File: src/rtl/pes_gray_seq_ctrl_if.sv
// -----------------------------------------------------------------------------
// pes_gray_seq_ctrl_if
// Groups the command and output-stream signals of the Gray sequencer.
//
//   start      : begin a sequence (taken only while the sequencer is idle)
//   stop       : abort a running sequence
//   up_dn      : count direction, 1 = increment, 0 = decrement
//   start_val  : first binary value of the sequence
//   end_val    : last binary value of the sequence
//   out_ready  : consumer accepts the presented code
//   out_valid  : out_bin / out_g hold a valid code
//   out_bin    : current binary value
//   out_g      : Gray code of out_bin
//   busy       : sequencer is running or finishing
//   done       : one-cycle pulse after the final code is accepted
//
// master : the side that issues commands and consumes codes
// slave  : the sequencer itself
// -----------------------------------------------------------------------------
interface pes_gray_seq_ctrl_if #(
    parameter int W = 4
);
    logic         start;
    logic         stop;
    logic         up_dn;
    logic [W-1:0] start_val;
    logic [W-1:0] end_val;
    logic         out_ready;
    logic         out_valid;
    logic [W-1:0] out_bin;
    logic [W-1:0] out_g;
    logic         busy;
    logic         done;

    modport master (
        output start, stop, up_dn, start_val, end_val, out_ready,
        input  out_valid, out_bin, out_g, busy, done
    );

    modport slave (
        input  start, stop, up_dn, start_val, end_val, out_ready,
        output out_valid, out_bin, out_g, busy, done
    );
endinterface

File: src/rtl/pes_gray_seq_ctrl.sv
// -----------------------------------------------------------------------------
// pes_gray_seq_ctrl
// Steps a W-bit binary count from start_val to end_val (up or down, modulo
// 2^W) and presents each value with its Gray code on a valid/ready stream.
// One code is issued per accepted transfer; done pulses once after end_val
// has been accepted. stop aborts without done.
//
// Ports:
//   clk  : system clock, all state changes on the rising edge
//   rst  : synchronous, active-high reset
//   bus  : pes_gray_seq_ctrl_if.slave (commands in, code stream out)
//
// W must match the W of the connected interface instance.
// -----------------------------------------------------------------------------
module pes_gray_seq_ctrl #(
    parameter int W = 4
) (
    input  logic               clk,
    input  logic               rst,
    pes_gray_seq_ctrl_if.slave bus
);

    typedef enum logic [1:0] {
        IDLE = 2'd0,
        RUN  = 2'd1,
        DONE = 2'd2
    } state_t;

    state_t       state;
    logic [W-1:0] end_q;      // latched end value
    logic         up_q;       // latched direction
    logic [W-1:0] bin_q;
    logic [W-1:0] g_q;
    logic         valid_q;
    logic         done_q;
    logic         busy_q;

    logic [W-1:0] bin_nxt;
    logic         xfer;

    function automatic logic [W-1:0] to_gray(input logic [W-1:0] b);
        return b ^ (b >> 1);
    endfunction

    // Wrap-around falls out of the W-bit truncation.
    assign bin_nxt = up_q ? bin_q + W'(1) : bin_q - W'(1);
    assign xfer    = valid_q & bus.out_ready;

    // NOTE: sequential state uses non-blocking assignments only, so every
    // register samples the pre-edge values of the others.
    always_ff @(posedge clk) begin
        if (rst) begin
            state   <= IDLE;
            end_q   <= '0;
            up_q    <= 1'b0;
            bin_q   <= '0;
            g_q     <= '0;
            valid_q <= 1'b0;
            done_q  <= 1'b0;
            busy_q  <= 1'b0;
        end else begin
            // done is a pulse: cleared unless explicitly set below.
            done_q <= 1'b0;

            case (state)
                IDLE: begin
                    if (bus.start) begin
                        bin_q   <= bus.start_val;
                        g_q     <= to_gray(bus.start_val);
                        end_q   <= bus.end_val;
                        up_q    <= bus.up_dn;
                        valid_q <= 1'b1;
                        busy_q  <= 1'b1;
                        state   <= RUN;
                    end
                end

                RUN: begin
                    // stop wins over end-of-sequence: a coincident transfer
                    // is completed but never produces done.
                    if (bus.stop) begin
                        valid_q <= 1'b0;
                        busy_q  <= 1'b0;
                        state   <= IDLE;
                    end else if (xfer) begin
                        if (bin_q == end_q) begin
                            valid_q <= 1'b0;
                            done_q  <= 1'b1;
                            state   <= DONE;
                        end else begin
                            // bin and Gray move on the same edge so they
                            // never disagree.
                            bin_q <= bin_nxt;
                            g_q   <= to_gray(bin_nxt);
                        end
                    end
                end

                DONE: begin
                    busy_q <= 1'b0;
                    state  <= IDLE;
                end

                default: begin
                    valid_q <= 1'b0;
                    busy_q  <= 1'b0;
                    state   <= IDLE;
                end
            endcase
        end
    end

    assign bus.out_valid = valid_q;
    assign bus.out_bin   = bin_q;
    assign bus.out_g     = g_q;
    assign bus.busy      = busy_q;
    assign bus.done      = done_q;

endmodule

File: src/flat_wrapper.sv
// flat-port wrapper written by rule: the top's interface ports become plain ports
module pes_gray_seq_ctrl_flat 
#(
    parameter int W = 4
)
  (clk, rst, bus_start, bus_stop, bus_up_dn, bus_start_val, bus_end_val, bus_out_ready, bus_out_valid, bus_out_bin, bus_out_g, bus_busy, bus_done);
  pes_gray_seq_ctrl_if #(.W(W)) bus_i ();
  input  logic clk;
  input  logic rst;
  input wire logic [$bits(bus_i.start)-1:0] bus_start;
  input wire logic [$bits(bus_i.stop)-1:0] bus_stop;
  input wire logic [$bits(bus_i.up_dn)-1:0] bus_up_dn;
  input wire logic [$bits(bus_i.start_val)-1:0] bus_start_val;
  input wire logic [$bits(bus_i.end_val)-1:0] bus_end_val;
  input wire logic [$bits(bus_i.out_ready)-1:0] bus_out_ready;
  output wire logic [$bits(bus_i.out_valid)-1:0] bus_out_valid;
  output wire logic [$bits(bus_i.out_bin)-1:0] bus_out_bin;
  output wire logic [$bits(bus_i.out_g)-1:0] bus_out_g;
  output wire logic [$bits(bus_i.busy)-1:0] bus_busy;
  output wire logic [$bits(bus_i.done)-1:0] bus_done;
  assign bus_i.start = bus_start;
  assign bus_i.stop = bus_stop;
  assign bus_i.up_dn = bus_up_dn;
  assign bus_i.start_val = bus_start_val;
  assign bus_i.end_val = bus_end_val;
  assign bus_i.out_ready = bus_out_ready;
  assign bus_out_valid = bus_i.out_valid;
  assign bus_out_bin = bus_i.out_bin;
  assign bus_out_g = bus_i.out_g;
  assign bus_busy = bus_i.busy;
  assign bus_done = bus_i.done;
  pes_gray_seq_ctrl #(.W(W)) u_core (.clk(clk), .rst(rst), .bus(bus_i));
endmodule
File: config.mk
export PLATFORM = sky130hd
export DESIGN_NAME = pes_gray_seq_ctrl_flat
export DESIGN_NICKNAME = d
export VERILOG_FILES = /design/src/rtl/pes_gray_seq_ctrl_if.sv /design/src/rtl/pes_gray_seq_ctrl.sv /design/src/flat_wrapper.sv
export SDC_FILE = /design/constraint.sdc
export NUM_CORES = 1
export LEC_CHECK = 0
export CORE_MARGIN = 4
export CORE_UTILIZATION = 30
export DETAILED_ROUTE_END_ITERATION = 10
export PLACE_DENSITY = 0.64
export SLEW_MARGIN = 20
export SYNTH_ARGS = -nofsm -noshare
export SYNTH_HDL_FRONTEND = slang
export SYNTH_SLANG_ARGS = --single-unit
export TNS_END_PERCENT = 20
File: constraint.sdc
create_clock -name clk -period 2.3 [get_ports clk]
set_input_delay 0.345 -clock clk [delete_from_list [all_inputs] [get_ports clk]]
set_output_delay 0.345 -clock clk [all_outputs]
set_load 0.02 [all_outputs]
### Yosys cells after proc, flatten, opt, wreduce, memory -nomap -nowiden

Cells that the tools add are included.

* register bits after elaboration: 18
* bits of input ports: 14
* logic and storage cells: 58

* equality and inequality tests: 10
* muxes and demuxes: 24
* $add $sub $neg: 2
* reductions and logical operators: 8
* bitwise operators: 6

Operator list (number)
* 2-to-1 mux 4 bit: 9
* one-hot mux 4 bit (2 select lines): 2
* 2-to-1 mux 2 bit: 4
* != test 2 bit (second input constant): 4
* XOR 4 x 3 -> 4 bit: 2
* 2-to-1 mux 1 bit: 6
* != test 3 x 2 -> 1 bit (second input constant): 2
* AND reduction 5 bit: 1
* adder 4 x 1 -> 4 bit (second input constant): 1
* equality test 4 bit: 1
* one-hot mux 2 bit (2 select lines): 1
* AND reduction 2 bit: 2
* AND reduction 4 bit: 1
* OR reduction 4 bit: 1
* subtractor 4 x 1 -> 4 bit (second input constant): 1
* NOT 1 bit: 3
* one-hot mux 1 bit (3 select lines): 1
* AND reduction 3 bit: 1
* equality test 2 x 1 -> 1 bit (second input constant): 1
* equality test 2 bit (second input constant): 1
* zero test 2 bit: 1
* != test 2 x 1 -> 1 bit (second input constant): 1
* one-hot mux 1 bit (2 select lines): 1
* nonzero test 2 bit: 1
* bitwise AND 1 bit: 1

### Depth between registers and ports, before layout

Gate-level depths: netlist (run 1).

* depth after elaboration: 7
* depth in mapped cells: 7

### Worst setup path after synthesis (run 1)

Ideal clock, no wire load.

* kind: flip-flop to flip-flop
* start point: register u_core.bin_q[1], in the netlist u_core.bus.out_bin[1]
* end point: register u_core.g_q[2], in the netlist u_core.bus.out_g[2]
* buffers on the path: 0
* cell stages (with the launch flop): 7
* library setup time: 0.116 ns
* clock period less this slack: 1.881 ns
* setup slack: 0.419 ns
* arrival time: 1.764 ns
* path through: dfxtp_1 ha_1 a21o_1 a21oi_2 xnor2_1 or3_1 a41o_1

* longest elaborated chain between the ends: 7
* elaborated cells on any way between the ends: 11
* those cells by class: add/sub: 2; eq/ne: 2; mux: 5; bitwise: 1; reduce/logical: 1

RTL lines
* from (decl): RTL line pes_gray_seq_ctrl.sv:32 `logic [W-1:0] bin_q;`
* from (signal assigned): RTL line pes_gray_seq_ctrl.sv:68 `bin_q <= bus.start_val;`
* from (signal assigned): RTL line pes_gray_seq_ctrl.sv:93 `bin_q <= bin_nxt;`
* subtractor 4 x 1 -> 4 bit or adder 4 x 1 -> 4 bit (tied branches): RTL line pes_gray_seq_ctrl.sv:46 `assign bin_nxt = up_q ? bin_q + W'(1) : bin_q - W'(1);`
* 2-to-1 mux 4 bit: RTL line pes_gray_seq_ctrl.sv:46
* XOR 4 x 3 -> 4 bit: RTL line pes_gray_seq_ctrl.sv:42 `return b ^ (b >> 1);`
* 2-to-1 mux 4 bit: RTL line pes_gray_seq_ctrl.sv:86 `if (bin_q == end_q) begin`
* 2-to-1 mux 4 bit: RTL line pes_gray_seq_ctrl.sv:85 `end else if (xfer) begin`
* 2-to-1 mux 4 bit: RTL line pes_gray_seq_ctrl.sv:81 `if (bus.stop) begin`
* one-hot mux 4 bit (2 select lines): RTL line pes_gray_seq_ctrl.sv:65 `case (state)`
* to (signal assigned): RTL line pes_gray_seq_ctrl.sv:69 `g_q <= to_gray(bus.start_val);`
* to (signal assigned): RTL line pes_gray_seq_ctrl.sv:94 `g_q <= to_gray(bin_nxt);`
* to (decl): RTL line pes_gray_seq_ctrl.sv:33 `logic [W-1:0] g_q;`

Several ways; a longest one is shown, not always the timed one. The select of a mux whose other input is x is not followed.
A chain may end at the register's enable or synchronous reset.

### Final worst setup path (run 1)

Ends and elaborated chain as after synthesis.

==> results of run 1 <==
[cell type report]
cell class,count,area [sq um]
well taps,31,38.8
clock buffers,3,22.5
flip-flops and latches,17,340
inverters,3,11.3
repair buffers,27,263
multi-input cells,77,513
clock inverters,1,5.00
fillers,293,1610
[metrics by stage]
stage               utilization (%)  cell area (sq um)
CTS                            42.6               1190
global placement               41.6               1170
global route                   42.6               1190
floorplan                         -                896
finish                         42.6               1190
detailed placement             41.6               1170
[kinds of logic (layout without fill, tap and decap cells)]
kind of cell	count (synthesis)	in the layout	synth area share, %
AO/OA/AOI/OAI	16	16	11.7
XOR/XNOR	12	12	11.7
adder cells (fa/ha/maj)	3	3	5.03
buffers and inverters	9	34	4.75
flip-flops	17	17	38.0
multiplexers	8	8	8.94
AND/OR/NAND/NOR	38	38	19.8
[flip-flops by register name (all words and copies together) (netlist names)]
register              cells
u_core.end_q              4
u_core.bus.out_valid      1
u_core.bus.out_g          4
u_core.bus.busy           1
u_core.bus.out_bin        3
u_core.state              2
u_core.up_q               1
u_core.bus.done           1
[placed cells by master, fill, tap and decap left out]
| master | count |
|---|---|
| a21oi_2 | 1 |
| a21o_1 | 2 |
| nand3_1 | 2 |
| o21ai_0 | 3 |
| nor3_1 | 2 |
| or3_1 | 1 |
| nor2b_1 | 2 |
| fa_1 | 1 |
| nand2_1 | 11 |
| a41o_1 | 1 |
| inv_1 | 3 |
| nor2_1 | 13 |
| nand2b_1 | 2 |
| ha_1 | 2 |
| a21oi_1 | 5 |
| nand4_1 | 1 |
| clkdlybuf4s50_1 | 24 |
| dfxtp_1 | 17 |
| mux2i_1 | 8 |
| clkbuf_4 | 3 |
| a211oi_1 | 1 |
| buf_4 | 3 |
| a31oi_1 | 1 |
| nor3b_1 | 4 |
| xor2_1 | 2 |
| clkinv_2 | 1 |
| xnor2_1 | 10 |
| a311oi_1 | 2 |
[worst paths after layout]
kind	cells after the start	end	startpoint	slack, ns
hold reg to reg	1	u_core.bus.busy	u_core.state[1]	0.51
hold / removal	1	u_core.bus.busy	u_core.state[1]	0.51
setup / recovery	6	u_core.bus.out_g[2]	u_core.bus.out_bin[1]	0.39
setup reg to reg	6	u_core.bus.out_g[2]	u_core.bus.out_bin[1]	0.39
[per-layer routing]
| layer | part of all wire (%) | up-vias | track usage (%) | wire [um] |
|---|---|---|---|---|
| met5 | 0 | - | 0 | 0 |
| met4 | 0.53 | 0 | 1.65 | 10 |
| met3 | 5.4 | 2 | 4.14 | 102 |
| met2 | 49 | 17 | 18.0 | 928 |
| met1 | 45 | 345 | 11.9 | 850 |
| li1 | - | 399 | - | - |
[power by group through the flow]
stage               combinational [mW]  clock, mW  sequential (mW)
floorplan                        0.137          0            0.361
global placement                 0.230          0            0.347
detailed placement               0.234          0            0.347
CTS                              0.234      0.174            0.341
global route                     0.256      0.186            0.344
finish                           0.232      0.166            0.340
==> tab_implementation.tex, run 1 <==
\begin{tabular}{lr}
\hline
Metric & Value \\
\hline
\multicolumn{2}{l}{\textbf{Synth}} \\
Avg Inst Size Synth & between 8 and 9 sq um \\
Synth Warn \# & 0 \\
FF+latch count, synth & 17 \\
Mapped Nets & 120 \\
Cell variety after synth & 28 \\
Synthesized area & 896 sq um \\
Post-synth EDFFs & 0 \\
Synthesized instance count & $\sim$100 \\
Leading cell types by count after synthesis & 17 x dfxtp\_1, 13 x nor2\_1, 11 x nand2\_1 \\
Fraction of post-synthesis cell area in the top cell type by area & roughly 38\% \\
Register area share after synthesis & 38.0\% \\
Async set-reset flop share out of synthesis & 0\% \\
Ranking of synthesized cells by area & dfxtp\_1 38\%, xnor2\_1 9.8\%, mux2i\_1 8.9\% \\
Most frequent cell after synthesis & dfxtp\_1 \\
Top cell type by total area after synthesis & dfxtp\_1 \\
Most used flip-flop cell after synthesis & dfxtp\_1 \\
\multicolumn{2}{l}{\textbf{Cells and area}} \\
Diode count & 0 \\
Finished Layout Cells & 159 \\
Share of cells above drive strength 1 & under 10\% \\
Synthesis-to-layout area growth & 33.2\% \\
Post-layout nets & approximately 150 \\
\multicolumn{2}{l}{\textbf{STA}} \\
Tcrit/Tclk final & 83.1\% \\
Unrepaired setup endpoints after global routing & no \\
Headroom to the max-slew limit & 71.0\% \\
Worst-case setup margin in the final layout & between 0.3 and 0.4 ns \\
Achievable frequency & 0.523 GHz \\
Min Tclk post-route & $\sim$1.9 ns \\
Final sum of negative setup slack & 0 ns \\
Max Clock Skew & approximately 0.015 ns \\
Worst Hold Margin & $\sim$0.51 ns \\
Hold Fails Final Rpt & 0 \\
Final Max Tran Viols & 0 \\
Setup-failing EPs final & 0 \\
Transition time at the pin with the least slew margin & $\sim$0.43 ns \\
\multicolumn{2}{l}{\textbf{Power}} \\
Worst vdd ir & between 0.3 and 0.4 mV \\
Sequential share of power & 46.1\% \\
Switching power & between 200 and 250 uW \\
Switching part of the total power & between 30\% and 40\% \\
Clk network pwr share & between 20 and 25\% \\
Cell internal pwr & 502 uW \\
P\_leak & around 0.47 nW \\
Cell area power density & 617 nW/um\^{}2 \\
Combinational group share of total power & roughly a third \\
Tot Pwr & roughly 740 uW \\
\multicolumn{2}{l}{\textbf{GRT}} \\
Global-route congestion overflow total & 0 \\
Antenna violations before repair & 0 \\
Global-route wire length before repair & roughly 3300 um \\
Maximum number of pins on one net before global-route repair & 12 \\
GR Util All Layers & around 10\% \\
Via count of the first global-routing pass & roughly 760 \\
\multicolumn{2}{l}{\textbf{Detailed routing}} \\
Average routed wire per standard cell & between 10 and 15 um \\
First-pass iteration count of the detailed router & 4 \\
Antenna-violating nets left & 0 \\
Vias after detailed routing & 763 \\
Residual DRC & 0 \\
Count of routing violations after the opening detailed-route iteration & 8 \\
Vias per inst & approximately 4.8 \\
Final wirelength & around 1900 um \\
\multicolumn{2}{l}{\textbf{Placement}} \\
Last weighted congestion value of the routability-driven placer & about 0.84 \\
DP Cell Count & between 150 and 200 \\
IO buf count & 24 \\
Setup slack after placement & 0.340 ns \\
Estimated wirelength of the detail-placed design & 1510 um \\
\multicolumn{2}{l}{\textbf{Worst hold path}} \\
Worst hold path class & reg2reg \\
\multicolumn{2}{l}{\textbf{Setup path}} \\
Worst path max stage delay & roughly 0.48 ns \\
Data required time of the worst path & 2.51 ns \\
CP cell instances & ha\_1 -> a21o\_1 -> a21oi\_2 -> xnor2\_1 -> or3\_1 -> a41o\_1 \\
Kind of critical path & reg2reg \\
Worst endpoint data arrival time & around 2.1 ns \\
Crit path buffers/inverters & 0 \\
Critical path endpoint category & flop \\
Startpoint class of the critical path & flop \\
Kind of cell with the highest combined delay on the critical path & compound AO/OA/AOI/OAI gates \\
Standard cell with the maximum stage delay on the critical path & dfxtp\_1 \\
CP max FO & 5 \\
\multicolumn{2}{l}{\textbf{Clock network}} \\
Root Driver & clkbuf\_4 \\
\# clock sinks & 17 \\
H-tree depth & 1 \\
Clock tree from TritonCTS & done \\
Clock slew at the register clock pins of the worst setup and hold paths & around 0.11 ns \\
Count of instances resized after the clock tree is built & 0 \\
Number of buffers added by the clock tree synthesis step & 3 \\
Number of buffers added to fix hold violations after cts & 0 \\
CTS Buffer Depth & 2 \\
Clock latency of the later-clocked register in the worst-skew pair & 0.30 ns \\
Setup repair bufs after CTS & 0 \\
\multicolumn{2}{l}{\textbf{Die}} \\
Initial standard-cell utilization of the core & about a third \\
Horizontal extent of the die & 62.6 um \\
IO Pins & 25 \\
Total Die Area & just under 4000 sq um \\
Row count & 19 \\
Placeable core region & 2810 sq um \\
Chip Height & approximately 63 um \\
\multicolumn{2}{l}{\textbf{Run}} \\
Number of max-capacitance violations reported & 0 \\
\multicolumn{2}{l}{\textbf{Outcome}} \\
Result of the run & completed \\
\hline
\end{tabular}
No activity file was read; power rests on OpenSTA's default activity.
==> inputs of run 2 (changes only) <==
PLACE_DENSITY = 0.66   (was 0.64)
clock period = 1.7 ns   (was 2.3 ns; I/O delays follow)
==> run 2 against run 1 <==
  * Die area unchanged
  * Clock power up 31%
  * Via count up 2.8%
  * Sequential power up 34%
  * Register-to-register slack worse by 0.34 ns
  * Critical path type is now reg2out
  * Largest cell class unchanged
==> tab_implementation.tex, run 2 (synthesized netlist as in run 1, its figures left out) <==
\begin{tabular}{lr}
\hline
Metric & Value \\
\hline
\multicolumn{2}{l}{\textbf{STA}} \\
Final Max Tran Viols & 0 \\
Hold Fails Final Rpt & 0 \\
Unrepaired setup endpoints after global routing & yes \\
Worst Hold Margin & between 0.5 and 0.6 ns \\
Headroom to the max-slew limit & 74.0\% \\
Tcrit/Tclk final & just under 100\% \\
Min Tclk post-route & around 1.7 ns \\
Max Clock Skew & 0.00553 ns \\
Setup-failing EPs final & 0 \\
Worst-case setup margin in the final layout & between 0.04 and 0.05 ns \\
Achievable frequency & 0.605 GHz \\
Transition time at the pin with the least slew margin & around 0.39 ns \\
\multicolumn{2}{l}{\textbf{Die}} \\
IO Pins & 25 \\
Placeable core region & around 2800 sq um \\
Chip Height & approximately 63 um \\
Horizontal extent of the die & roughly 63 um \\
Row count & 19 \\
Total Die Area & just under 4000 sq um \\
Initial standard-cell utilization of the core & between 30\% and 40\% \\
\multicolumn{2}{l}{\textbf{Worst hold path}} \\
Worst hold path class & reg2reg \\
\multicolumn{2}{l}{\textbf{Run}} \\
Number of max-capacitance violations reported & 0 \\
\multicolumn{2}{l}{\textbf{Cells and area}} \\
Leading cell types in the layout, fill and taps excluded & 22 x clkdlybuf4s50\_1, 14 x dfxtp\_1, 13 x nor2\_1 \\
Diode count & 0 \\
Leading cell type in the layout, fill and taps excluded & clkdlybuf4s50\_1 \\
Fill count & around 290 \\
Post-layout nets & 155 \\
Synthesis-to-layout area growth & 45.8\% \\
Share of cells above drive strength 1 & 16.1\% \\
FF+latch area & approximately 350 sq um \\
Multi-input logic area & about 530 sq um \\
\multicolumn{2}{l}{\textbf{GRT}} \\
Antenna violations before repair & 0 \\
Global-route congestion overflow total & 0 \\
Global-route wire length before repair & approximately 3400 um \\
Maximum number of pins on one net before global-route repair & 12 \\
GR Util All Layers & between 10\% and 20\% \\
Via count of the first global-routing pass & 740 \\
\multicolumn{2}{l}{\textbf{Detailed routing}} \\
Antenna-violating nets left & 0 \\
Average routed wire per standard cell & 11.7 um \\
Vias after detailed routing & 784 \\
Final wirelength & between 1500 and 2000 um \\
First-pass iteration count of the detailed router & 4 \\
Count of routing violations after the opening detailed-route iteration & 10 \\
Residual DRC & 0 \\
Vias per inst & around 4.7 \\
\multicolumn{2}{l}{\textbf{Setup path}} \\
Kind of critical path & reg2out \\
CP cell instances & clkdlybuf4s50\_1 \\
Worst path max stage delay & approximately 0.65 ns \\
Startpoint class of the critical path & flop \\
Worst endpoint data arrival time & 1.40 ns \\
Standard cell with the maximum stage delay on the critical path & clkdlybuf4s50\_1 \\
Critical path endpoint category & primary output \\
CP max FO & 5 \\
Kind of cell with the highest combined delay on the critical path & buffers and inverters \\
Crit path buffers/inverters & 1 \\
Data required time of the worst path & between 1 and 1.5 ns \\
\multicolumn{2}{l}{\textbf{Placement}} \\
Estimated wirelength of the detail-placed design & around 1600 um \\
Last weighted congestion value of the routability-driven placer & 0.713 \\
IO buf count & 24 \\
Setup slack after placement & -0.0672 ns \\
\multicolumn{2}{l}{\textbf{Power}} \\
Worst vdd ir & 0.458 mV \\
P\_leak & 0.548 nW \\
Cell area power density & just under 800 nW/um\^{}2 \\
Tot Pwr & around 1.0 mW \\
\multicolumn{2}{l}{\textbf{Clock network}} \\
H-tree depth & 1 \\
CTS Buffer Depth & 2 \\
Clock slew at the register clock pins of the worst setup and hold paths & $\sim$0.10 ns \\
Number of buffers added to fix hold violations after cts & 0 \\
\# clock sinks & 17 \\
Root Driver & clkbuf\_4 \\
Clock latency of the later-clocked register in the worst-skew pair & 0.29 ns \\
Clock tree from TritonCTS & done \\
Number of buffers added by the clock tree synthesis step & 3 \\
\multicolumn{2}{l}{\textbf{Outcome}} \\
Result of the run & completed \\
\hline
\end{tabular}
-- run 2: worst paths after layout --
| kind | startpoint | end | slack, ns | cells past startpoint |
|---|---|---|---|---|
| max | u_core.bus.out_g[3] | bus_out_bin[3] | 0.05 | 1 |
| max reg2reg | u_core.bus.out_bin[1] | u_core.bus.out_g[2] | 0.05 | 6 |
| min | u_core.state[1] | u_core.bus.busy | 0.51 | 1 |
| min reg2reg | u_core.state[1] | u_core.bus.busy | 0.51 | 1 |
-- run 2: metal layers --
layer	vias up	global-route usage (%)	part of all wire, %
li1	416	-	-
met1	350	13.0	47
met2	16	17.8	47
met3	2	3.78	5.0
met4	0	3.31	1.0
met5	-	0	0
-- run 2: timing repair --
action,CTS,global route
pin swaps,0,7
setup endpoints to repair,1,6
resized for setup,1,3
hold endpoints to repair,0,0
buffers inserted,0,1
-- run 2: area by class of cell --
| class | count | share of cell area (%) |
|---|---|---|
| repair buffers | 36 | 26.6 |
| flip-flops and latches | 17 | 26.5 |
| clock buffers | 4 | 2.01 |
| well taps | 31 | 2.97 |
| multi-input cells | 77 | 40.8 |
| inverters | 3 | 1.05 |
-- run 2: report_power, final --
part | leakage, nW | switching [mW] | internal (mW) | total, mW
clock | 0.0150 | 0.126 | 0.0912 | 0.217
sequential | 0.141 | 0.0263 | 0.429 | 0.456
combinational | 0.391 | 0.168 | 0.197 | 0.365
-- run 2: through the flow --
stage / instances / TNS, ns / cell area [sq um] / utilization [%]
4_1_cts: 167 / 0 / 1290 / 45.9
6_report: 168 / 0 / 1310 / 46.6
3_3_place_gp: 163 / -0.00949 / 1260 / 44.8
2_1_floorplan: 103 / 0 / 915 / -
5_1_grt: 168 / -0.108 / 1310 / 46.6
3_5_place_dp: 163 / -0.332 / 1260 / 44.8
==> inputs of run 3 (changes only) <==
DONT_BUFFER_PORTS = 1   (was default)
PLACE_DENSITY = 0.55   (was 0.66)
==> run 3 against run 2 <==
  * The run now ends with setup timing left
  * Largest cell class unchanged
  * Maximum frequency shrank 3.3%
  * Clock skew fell by 0.00074 ns
  * Final cell count decreased by 15%
  * Die area did not move
  * Power decreased by 7.0%
  * Hold slack lost 0.49 ns
  * Utilization down 9.3 points
  * Highest routed layer unchanged
  * Count of clock-buffer cells in the layout did not move
  * Non-clock buffer count shrank 27
  * Critical path depth up 4
  * Clock power about the same
==> tab_implementation.tex, run 3 (synthesized netlist as in run 1, its figures left out) <==
\begin{tabular}{lr}
\hline
Metric & Value \\
\hline
\multicolumn{2}{l}{\textbf{Detailed routing}} \\
Count of routing violations after the opening detailed-route iteration & 27 \\
Vias after detailed routing & between 700 and 800 \\
Average routed wire per standard cell & $\sim$15 um \\
Residual DRC & 0 \\
Antenna-violating nets left & 0 \\
Final wirelength & 2090 um \\
Vias per inst & roughly 5.1 \\
First-pass iteration count of the detailed router & 3 \\
\multicolumn{2}{l}{\textbf{GRT}} \\
GR Util All Layers & between 10\% and 20\% \\
Global-route congestion overflow total & 0 \\
Global-route wire length before repair & around 3500 um \\
Antenna violations before repair & 0 \\
Via count of the first global-routing pass & between 700 and 800 \\
Maximum number of pins on one net before global-route repair & 19 \\
\multicolumn{2}{l}{\textbf{Setup path}} \\
Startpoint class of the critical path & flop \\
Depth of the worst register-to-register path & 5 \\
Worst path max stage delay & between 0.4 and 0.5 ns \\
End of the worst register-to-register path & u\_core.bus.out\_g[2] \\
CP max FO & 4 \\
Critical path endpoint category & flop \\
Worst endpoint data arrival time & approximately 1.9 ns \\
Standard cell with the maximum stage delay on the critical path & fa\_1 \\
Worst reg2reg setup slack & -0.008 ns \\
Launch instance of the worst register-to-register path & u\_core.up\_q \\
Kind of critical path & reg2reg \\
Data required time of the worst path & approximately 1.9 ns \\
CP cell instances & inv\_4 -> fa\_1 -> xor2\_2 -> or3\_1 -> a41o\_1 \\
\multicolumn{2}{l}{\textbf{Cells and area}} \\
Leading cell types in the layout, fill and taps excluded & 14 x dfxtp\_1, 13 x nor2\_1, 11 x nand2\_1 \\
Leading cell type in the layout, fill and taps excluded & dfxtp\_1 \\
Synthesis-to-layout area growth & 16.8\% \\
Post-layout nets & 129 \\
Multi-input logic area & 553 sq um \\
Diode count & 0 \\
Fill count & roughly 300 \\
Finished Layout Cells & approximately 140 \\
FF+latch area & between 300 and 400 sq um \\
Share of cells above drive strength 1 & between 15 and 20\% \\
\multicolumn{2}{l}{\textbf{Worst hold path}} \\
Hold Path End & u\_core.bus.out\_g[1] \\
Worst hold path class & in2reg \\
Hold Path Depth & 1 \\
Hold\_sp & rst \\
\multicolumn{2}{l}{\textbf{Outcome}} \\
Failing checks & setup timing \\
Result of the run & complete, but fails checks \\
\multicolumn{2}{l}{\textbf{STA}} \\
Unrepaired setup endpoints after global routing & yes \\
Final Max Tran Viols & 0 \\
Headroom to the max-slew limit & a little over two thirds \\
Hold Fails Final Rpt & 0 \\
Min Tclk post-route & $\sim$1.7 ns \\
Worst-case setup margin in the final layout & -0.00816 ns \\
Transition time at the pin with the least slew margin & 0.453 ns \\
Tcrit/Tclk final & 100\% \\
Max Clock Skew & roughly 0.0048 ns \\
Setup-failing EPs final & 1 \\
Achievable frequency & roughly 0.6 GHz \\
\multicolumn{2}{l}{\textbf{Clock network}} \\
Clock latency of the later-clocked register in the worst-skew pair & between 0.2 and 0.3 ns \\
H-tree depth & 1 \\
Setup repair bufs after CTS & 0 \\
Clock slew at the register clock pins of the worst setup and hold paths & roughly 0.10 ns \\
Number of buffers added by the clock tree synthesis step & 3 \\
\# clock sinks & 17 \\
CTS Buffer Depth & 2 \\
Root Driver & clkbuf\_4 \\
Clock tree from TritonCTS & done \\
\multicolumn{2}{l}{\textbf{Die}} \\
Horizontal extent of the die & between 60 and 70 um \\
Total Die Area & 3920 sq um \\
Row count & 19 \\
Chip Height & between 60 and 70 um \\
IO Pins & 25 \\
Initial standard-cell utilization of the core & approximately a third \\
Placeable core region & around 2800 sq um \\
\multicolumn{2}{l}{\textbf{Placement}} \\
Last weighted congestion value of the routability-driven placer & about 0.74 \\
IO buf count & 0 \\
DP Cell Count & about 140 \\
Estimated wirelength of the detail-placed design & 1530 um \\
\multicolumn{2}{l}{\textbf{Power}} \\
Cell area power density & roughly 920 nW/um\^{}2 \\
P\_leak & 0.417 nW \\
Worst vdd ir & between 0.4 and 0.5 mV \\
Tot Pwr & around 970 uW \\
\multicolumn{2}{l}{\textbf{Run}} \\
Number of max-capacitance violations reported & 0 \\
\hline
\end{tabular}
## run 3: worst max path at each step
stage | startpoint | to | slack (ns) | cells past startpoint
floorplan | u_core.bus.out_bin[2] | u_core.bus.out_g[2] | 0.01 | 5
global placement | u_core.state[0] | u_core.bus.out_bin[1] | 0.03 | 5
detailed placement | u_core.up_q | u_core.bus.out_g[2] | 0.01 | 7
CTS | u_core.up_q | u_core.bus.out_g[2] | 0.006 | 7
global route | u_core.up_q | u_core.bus.out_g[2] | -0.07 | 5
finish | u_core.up_q | u_core.bus.out_g[2] | -0.008 | 5
## run 3: worst max-delay path, delay by kind of cell (launching register included)
kind | cells | cell delay, ns
compound gates | 1 | 0.23
xor+xnor | 1 | 0.22
fa+ha+maj | 1 | 0.42
buf+inv | 1 | 0.06
flops | 1 | 0.37
simple gates | 1 | 0.32
## run 3: power by group
group / internal [mW] / switching, mW
registers: 0.429 / 0.0395
clock network: 0.0911 / 0.123
logic: 0.137 / 0.145
## run 3: final cells by class
| class | count | area share, % |
|---|---|---|
| repair buffers | 9 | 6.46 |
| inverters | 3 | 1.32 |
| clock buffers | 4 | 2.51 |
| multi-input cells | 78 | 52.9 |
| flip-flops and latches | 17 | 33.1 |
| well taps | 31 | 3.71 |
## run 3: stage by stage
| stage | utilization (%) | setup slack [ns] | area, sq um | hold slack (ns) | setup TNS [ns] |
|---|---|---|---|---|---|
| 3_5_place_dp | 35.3 | 0.0123 | 990 | 0.327 | 0 |
| 3_3_place_gp | 35.3 | 0.0324 | 990 | 0.325 | 0 |
| 5_1_grt | 37.3 | -0.0692 | 1050 | 0.000743 | -0.0844 |
| 4_1_cts | 36.4 | 0.00604 | 1020 | 0.0114 | 0 |
| 2_1_floorplan | - | 0.00965 | 915 | 0.394 | 0 |
| 6_report | 37.3 | -0.00816 | 1050 | 0.0220 | -0.00816 |
## run 3: what timing repair did
item | in CTS | in global routing
hold endpoints to repair | 0 | 0
gates cloned | 0 | 1
hold buffers | 0 | 0
pin swaps | 0 | 2
resized for setup | 2 | 3
endpoints found under the setup margin | 2 | 7
## run 3: per-layer routing
layer | up-vias | GRT usage [%] | part of all wire, %
li1 | 367 | - | -
met1 | 337 | 14.1 | 46
met2 | 20 | 16.6 | 45
met3 | 2 | 5.40 | 8.0
met4 | 0 | 2.48 | 0.86
met5 | - | 0 | 0
